`config.mk`:
```
export PLATFORM = sky130hd
export DESIGN_NAME = mod_addsub_pipe
export DESIGN_NICKNAME = d
export VERILOG_FILES = /design/src/rtl/mod_addsub_pipe.sv
export SDC_FILE = /design/constraint.sdc
export NUM_CORES = 2
export LEC_CHECK = 0
export CAP_MARGIN = 20
export CORE_MARGIN = 2
export CORE_UTILIZATION = 59
export CTS_CLUSTER_DIAMETER = 30
export CTS_CLUSTER_SIZE = 30
export DETAILED_ROUTE_END_ITERATION = 6
export PLACE_DENSITY = 0.77
export RECOVER_POWER = 25
export SLEW_MARGIN = 40
export SYNTH_ARGS = -nofsm -noshare
export SYNTH_HDL_FRONTEND = slang
export SYNTH_SLANG_ARGS = --single-unit
```
`constraint.sdc`:
```
create_clock -name clk -period 23.7 [get_ports clk]
set_input_delay 4.74 -clock clk [delete_from_list [all_inputs] [get_ports clk]]
set_output_delay 4.74 -clock clk [all_outputs]
set_load 0.02 [all_outputs]
```
`src/rtl/mod_addsub_pipe.sv`:
```
// Dual-mode (Kyber 2x12-bit / Dilithium 24-bit) modular add/sub lane array.
// Two-stage pipeline with per-operand alignment delay lines and valid/ready flow control.
module mod_addsub_pipe #(
   parameter int LANES   = 2,
   parameter int KQ      = 3329,
   parameter int DQ      = 8380417,
   parameter int DELAY_A = 6,
   parameter int DELAY_B = 7
) (
   input  logic                clk,
   input  logic                rst,
   input  logic                kd_mode,
   input  logic                dly_a_en,
   input  logic                dly_b_en,
   input  logic                in_valid,
   output logic                in_ready,
   input  logic [24*LANES-1:0] a,
   input  logic [24*LANES-1:0] b,
   output logic                out_valid,
   input  logic                out_ready,
   output logic [24*LANES-1:0] out_sum,
   output logic [24*LANES-1:0] out_diff
);

   localparam int W = 24 * LANES;
   localparam logic [12:0] KQ13 = 13'(KQ);
   localparam logic [24:0] DQ25 = 25'(DQ);

   logic stall, accept, adv;
   assign stall    = out_valid & ~out_ready;
   assign in_ready = ~stall;
   assign accept   = in_valid & in_ready;
   assign adv      = ~stall;

   logic [W-1:0] dla [DELAY_A];
   logic [W-1:0] dlb [DELAY_B];

   // Delay lines advance only on accepted beats, so depth is counted in beats, not cycles.
   always_ff @(posedge clk) begin
      if (!rst) begin
         for (int unsigned i = 0; i < DELAY_A; i++) dla[i] <= '0;
         for (int unsigned i = 0; i < DELAY_B; i++) dlb[i] <= '0;
      end else if (accept) begin
         dla[0] <= a;
         dlb[0] <= b;
         for (int unsigned i = 1; i < DELAY_A; i++) dla[i] <= dla[i-1];
         for (int unsigned i = 1; i < DELAY_B; i++) dlb[i] <= dlb[i-1];
      end
   end

   logic [W-1:0] eff_a, eff_b;
   assign eff_a = dly_a_en ? dla[DELAY_A-1] : a;
   assign eff_b = dly_b_en ? dlb[DELAY_B-1] : b;

   logic [LANES-1:0][12:0] ks_lo, ks_hi, kd_lo, kd_hi;
   logic [LANES-1:0][24:0] ds, dd;

   always_comb begin
      ks_lo = '0;
      ks_hi = '0;
      kd_lo = '0;
      kd_hi = '0;
      ds    = '0;
      dd    = '0;
      for (int unsigned l = 0; l < LANES; l++) begin
         ks_lo[l] = {1'b0, eff_a[24*l +: 12]} + {1'b0, eff_b[24*l +: 12]};
         kd_lo[l] = {1'b0, eff_a[24*l +: 12]} - {1'b0, eff_b[24*l +: 12]};
         ks_hi[l] = {1'b0, eff_a[24*l+12 +: 12]} + {1'b0, eff_b[24*l+12 +: 12]};
         kd_hi[l] = {1'b0, eff_a[24*l+12 +: 12]} - {1'b0, eff_b[24*l+12 +: 12]};
         ds[l]    = {1'b0, eff_a[24*l +: 24]} + {1'b0, eff_b[24*l +: 24]};
         dd[l]    = {1'b0, eff_a[24*l +: 24]} - {1'b0, eff_b[24*l +: 24]};
      end
   end

   logic                   s1_valid, s1_mode;
   logic [LANES-1:0][12:0] s1_ks_lo, s1_ks_hi, s1_kd_lo, s1_kd_hi;
   logic [LANES-1:0][24:0] s1_ds, s1_dd;

   always_ff @(posedge clk) begin
      if (!rst) begin
         s1_valid <= 1'b0;
         s1_mode  <= 1'b0;
         s1_ks_lo <= '0;
         s1_ks_hi <= '0;
         s1_kd_lo <= '0;
         s1_kd_hi <= '0;
         s1_ds    <= '0;
         s1_dd    <= '0;
      end else if (adv) begin
         s1_valid <= accept;
         s1_mode  <= kd_mode;
         s1_ks_lo <= ks_lo;
         s1_ks_hi <= ks_hi;
         s1_kd_lo <= kd_lo;
         s1_kd_hi <= kd_hi;
         s1_ds    <= ds;
         s1_dd    <= dd;
      end
   end

   logic [W-1:0] nxt_sum, nxt_diff;
   logic [12:0]  t_slo, t_shi, t_dlo, t_dhi;
   logic [24:0]  t_sd, t_dd;

   // Single conditional correction: raw sum < 2q and raw diff > -q for reduced inputs.
   always_comb begin
      nxt_sum  = '0;
      nxt_diff = '0;
      t_slo    = '0;
      t_shi    = '0;
      t_dlo    = '0;
      t_dhi    = '0;
      t_sd     = '0;
      t_dd     = '0;
      for (int unsigned l = 0; l < LANES; l++) begin
         t_slo = (s1_ks_lo[l] >= KQ13) ? s1_ks_lo[l] - KQ13 : s1_ks_lo[l];
         t_shi = (s1_ks_hi[l] >= KQ13) ? s1_ks_hi[l] - KQ13 : s1_ks_hi[l];
         t_dlo = s1_kd_lo[l][12] ? s1_kd_lo[l] + KQ13 : s1_kd_lo[l];
         t_dhi = s1_kd_hi[l][12] ? s1_kd_hi[l] + KQ13 : s1_kd_hi[l];
         t_sd  = (s1_ds[l] >= DQ25) ? s1_ds[l] - DQ25 : s1_ds[l];
         t_dd  = s1_dd[l][24] ? s1_dd[l] + DQ25 : s1_dd[l];
         if (s1_mode) begin
            nxt_sum[24*l +: 24]  = t_sd[23:0];
            nxt_diff[24*l +: 24] = t_dd[23:0];
         end else begin
            nxt_sum[24*l +: 24]  = {t_shi[11:0], t_slo[11:0]};
            nxt_diff[24*l +: 24] = {t_dhi[11:0], t_dlo[11:0]};
         end
      end
   end

   always_ff @(posedge clk) begin
      if (!rst) begin
         out_valid <= 1'b0;
         out_sum   <= '0;
         out_diff  <= '0;
      end else if (adv) begin
         out_valid <= s1_valid;
         if (s1_valid) begin
            out_sum  <= nxt_sum;
            out_diff <= nxt_diff;
         end
      end
   end

endmodule

```
==> run_results.csv <==
group,metric,value,unit
run_status,run_status,"finished, violations left",
run_status,violations,"max-capacitance violations, max-slew violations",
setup_path,start_kind,"input port",
die,fp-row-count,97,
sta,finalHoldViolations,0,
clock_network,clkSlewWorstSetupHoldPaths,0.05,ns
setup_path,cp-end-kind,"flop",
worst_hold_path,hold_path_class,"reg -> reg",
yosys,synth_cell_type_count,77,
sta,rsz0062_at_grt,"false",
layout,final_cell_area,49800,um^2
route,avgRoutedWirePerCell,20.9,um
sta,hold_ws,0.436,ns
global_route,grt_pass1_wl,160000,um
setup_path,crit_required,24.28,ns
yosys,synth_area_leaders,"edfxtp_1, dfxtp_1, and3_1",
layout,area_growth,19.7,%
die,dieWidth,269,um
sta,fin_setup_tns,0,ns
setup_path,crit_fanout,166,
clock_network,h-tree-depth,4,
clock_network,cts_root_buf,"clkbuf_16",
clock_network,postCtsHoldBufs,0,
sta,fin_ws,10.26,ns
clock_network,postCtsResizedCells,0,
placed_design,dpl_cell_area,44100,um^2
route,drc,0,
placed_design,placed_cells,4686,
setup_path,arrival,14.02,ns
die,core,69900,um^2
sta,worstMarginPinSlew,4.57,ns
global_route,first_global_vias,27900,
power_and_ir_drop,p_leak,21.6,nW
yosys,synth_cells,3792,
clock_network,cts_tree,"yes",
layout,fin_nets,4130,
die,die_h,269,um
layout,final.fill_count,4859,
yosys,synth.most_common_cell,"edfxtp_1",
yosys,yosysSeqAreaShare,57.2,%
yosys,synth-seq-cells,875,
route,dr.pass1.iters,6,
yosys,synth.cell_area,41600,um^2
die,die-area,72600,um^2
global_route,grt_max_degree,267,
placed_design,gp_congestion,0.940,
layout,post-route-util,71.2,%
die,floorplan.initialDensity,59.5,%
sta,final.setup_skew,0.0328,ns
route,vias,29700,
route,drt-vias-per-instance,5.97,
route,ant_nets,0,
power_and_ir_drop,power.density,98.8,nW/um^2
placed_design,portBuffers,200,
sta,max-slew-margin-rel,-204,%
job,cap_violations,8,
yosys,yosys.area.top_type,"edfxtp_1",
sta,setup_viol,0,
sta,period_share,56.7,%
die,io_pins,201,
clock_network,worstSkewPairLatency,0.73,ns
yosys,synth-edff-count,624,
yosys,syn_area_per_cell,11.0,um^2
setup_path,crit_type,"in -> reg",
clock_network,numCtsBuffers,158,
placed_design,dp_slack,12.06,ns
yosys,synth_top_area_share,45.1,%
global_route,grt_usage,28.2,%
yosys,synth_flop_cell,"edfxtp_1",
clock_network,postCtsSetupBuffers,0,
clock_network,cts.sinks,875,
yosys,async_reset_ff_share,0,%
power_and_ir_drop,vdd_drop_max,0.0702,mV
clock_network,cts.path.max_buffers,3,
layout,instances_no_fill,4984,
power_and_ir_drop,power.total,4.92,mW
global_route,antenna_found_initial,4,
route,wl,104000,um
global_route,grt-ovfl-total,0,
yosys,yosysWarnings,0,
placed_design,hpwlAfterDp,67600,um
sta,drv_slew,608,
route,drt_iter0_markers,3334,
yosys,synth_common_cells,"edfxtp_1, and3_1, clkbuf_1",
sta,finalCriticalPeriod,13.44,ns
yosys,synth_fp_nets,4013,
layout,drive_above_1_share,9.45,%
sta,max_freq,74.4,MHz
critical path, stage by stage:
cell and delay [ns]:
clkbuf_1 1.40, clkinvlp_2 0.46, nor2_1 0.24, clkbuf_1 3.19, clkbuf_1 3.21, buf_16 0.33
and3_1 0.24
registers in the layout (all words and copies together), names as in the netlist, 24 cells and up:
register,count
s1_ks_hi,25
s1_ds,26
out_diff,48
s1_ks_lo,24
out_sum,48
dla,288
dlb,336
s1_kd_lo,26
s1_kd_hi,25
s1_dd,26
cells by family (layout without fill, tap and decap cells):
family / count (synthesis) / in the layout / synth area share (%)
AO/OA/AOI/OAI: 687 / 687 / 10.3
multiplexers: 104 / 104 / 2.63
other: 0 / 2 / 0
buffers and inverters: 407 / 657 / 3.70
AND/OR/NAND/NOR: 1376 / 1376 / 17.7
XOR/XNOR: 224 / 224 / 4.72
flip-flops: 875 / 875 / 57.2
adder cells (fa/ha/maj): 119 / 119 / 3.72
metal layers:
layer  routed length (um)  global-route usage [%]  up-vias
li1                     -                       -    14100
met1                47000                    41.3    14400
met5                   12                       0        -
met4                 3680                    11.7        2
met2                46300                    42.0     1087
met3                 7080                    4.60      167
final timing paths:
check	start	endpoint	slack [ns]	cells after the start
max	rst	dlb[3][43]	10.26	7
min	out_sum[47]	out_sum[47]	0.44	2
max reg2reg	out_valid	dlb[3][43]	15.35	7
min reg2reg	out_sum[47]	out_sum[47]	0.44	2
layout make-up:
class	instances	area, um^2	area share, %
Clock buffer	179	4150	8.33
Clock inverter	114	1470	2.96
Sequential cell	875	23800	47.7
Tap cell	940	1180	2.36
Antenna cell	2	5.00	0.0101
Multi-Input combinational cell	2510	16300	32.8
Timing Repair Buffer	234	2410	4.84
Inverter	130	492	0.988
cell usage in the layout, fill, tap and decap left out, types with 74 or more instances in the layout:
| cell type | netlist | final |
|---|---|---|
| dfxtp_1 | 251 | 250 |
| a211oi_1 | 75 | 75 |
| xnor2_1 | 150 | 150 |
| and3_1 | 584 | 584 |
| clkdlybuf4s50_1 | 0 | 99 |
| a21oi_1 | 194 | 194 |
| clkbuf_16 | 0 | 161 |
| o21ai_0 | 182 | 182 |
| ha_1 | 110 | 110 |
| nor2_1 | 232 | 230 |
| xor2_1 | 74 | 74 |
| dlygate4sd3_1 | 0 | 97 |
| inv_1 | 128 | 127 |
| nand2_1 | 229 | 228 |
| edfxtp_1 | 624 | 624 |
power by group:
group | switching (mW) | leakage (nW) | internal, mW
clock network | 0.816 | 2.66 | 1.51
registers | 0.103 | 8.94 | 1.79
logic | 0.431 | 9.97 | 0.267
Note: power is estimated with default switching activity, not from simulation.
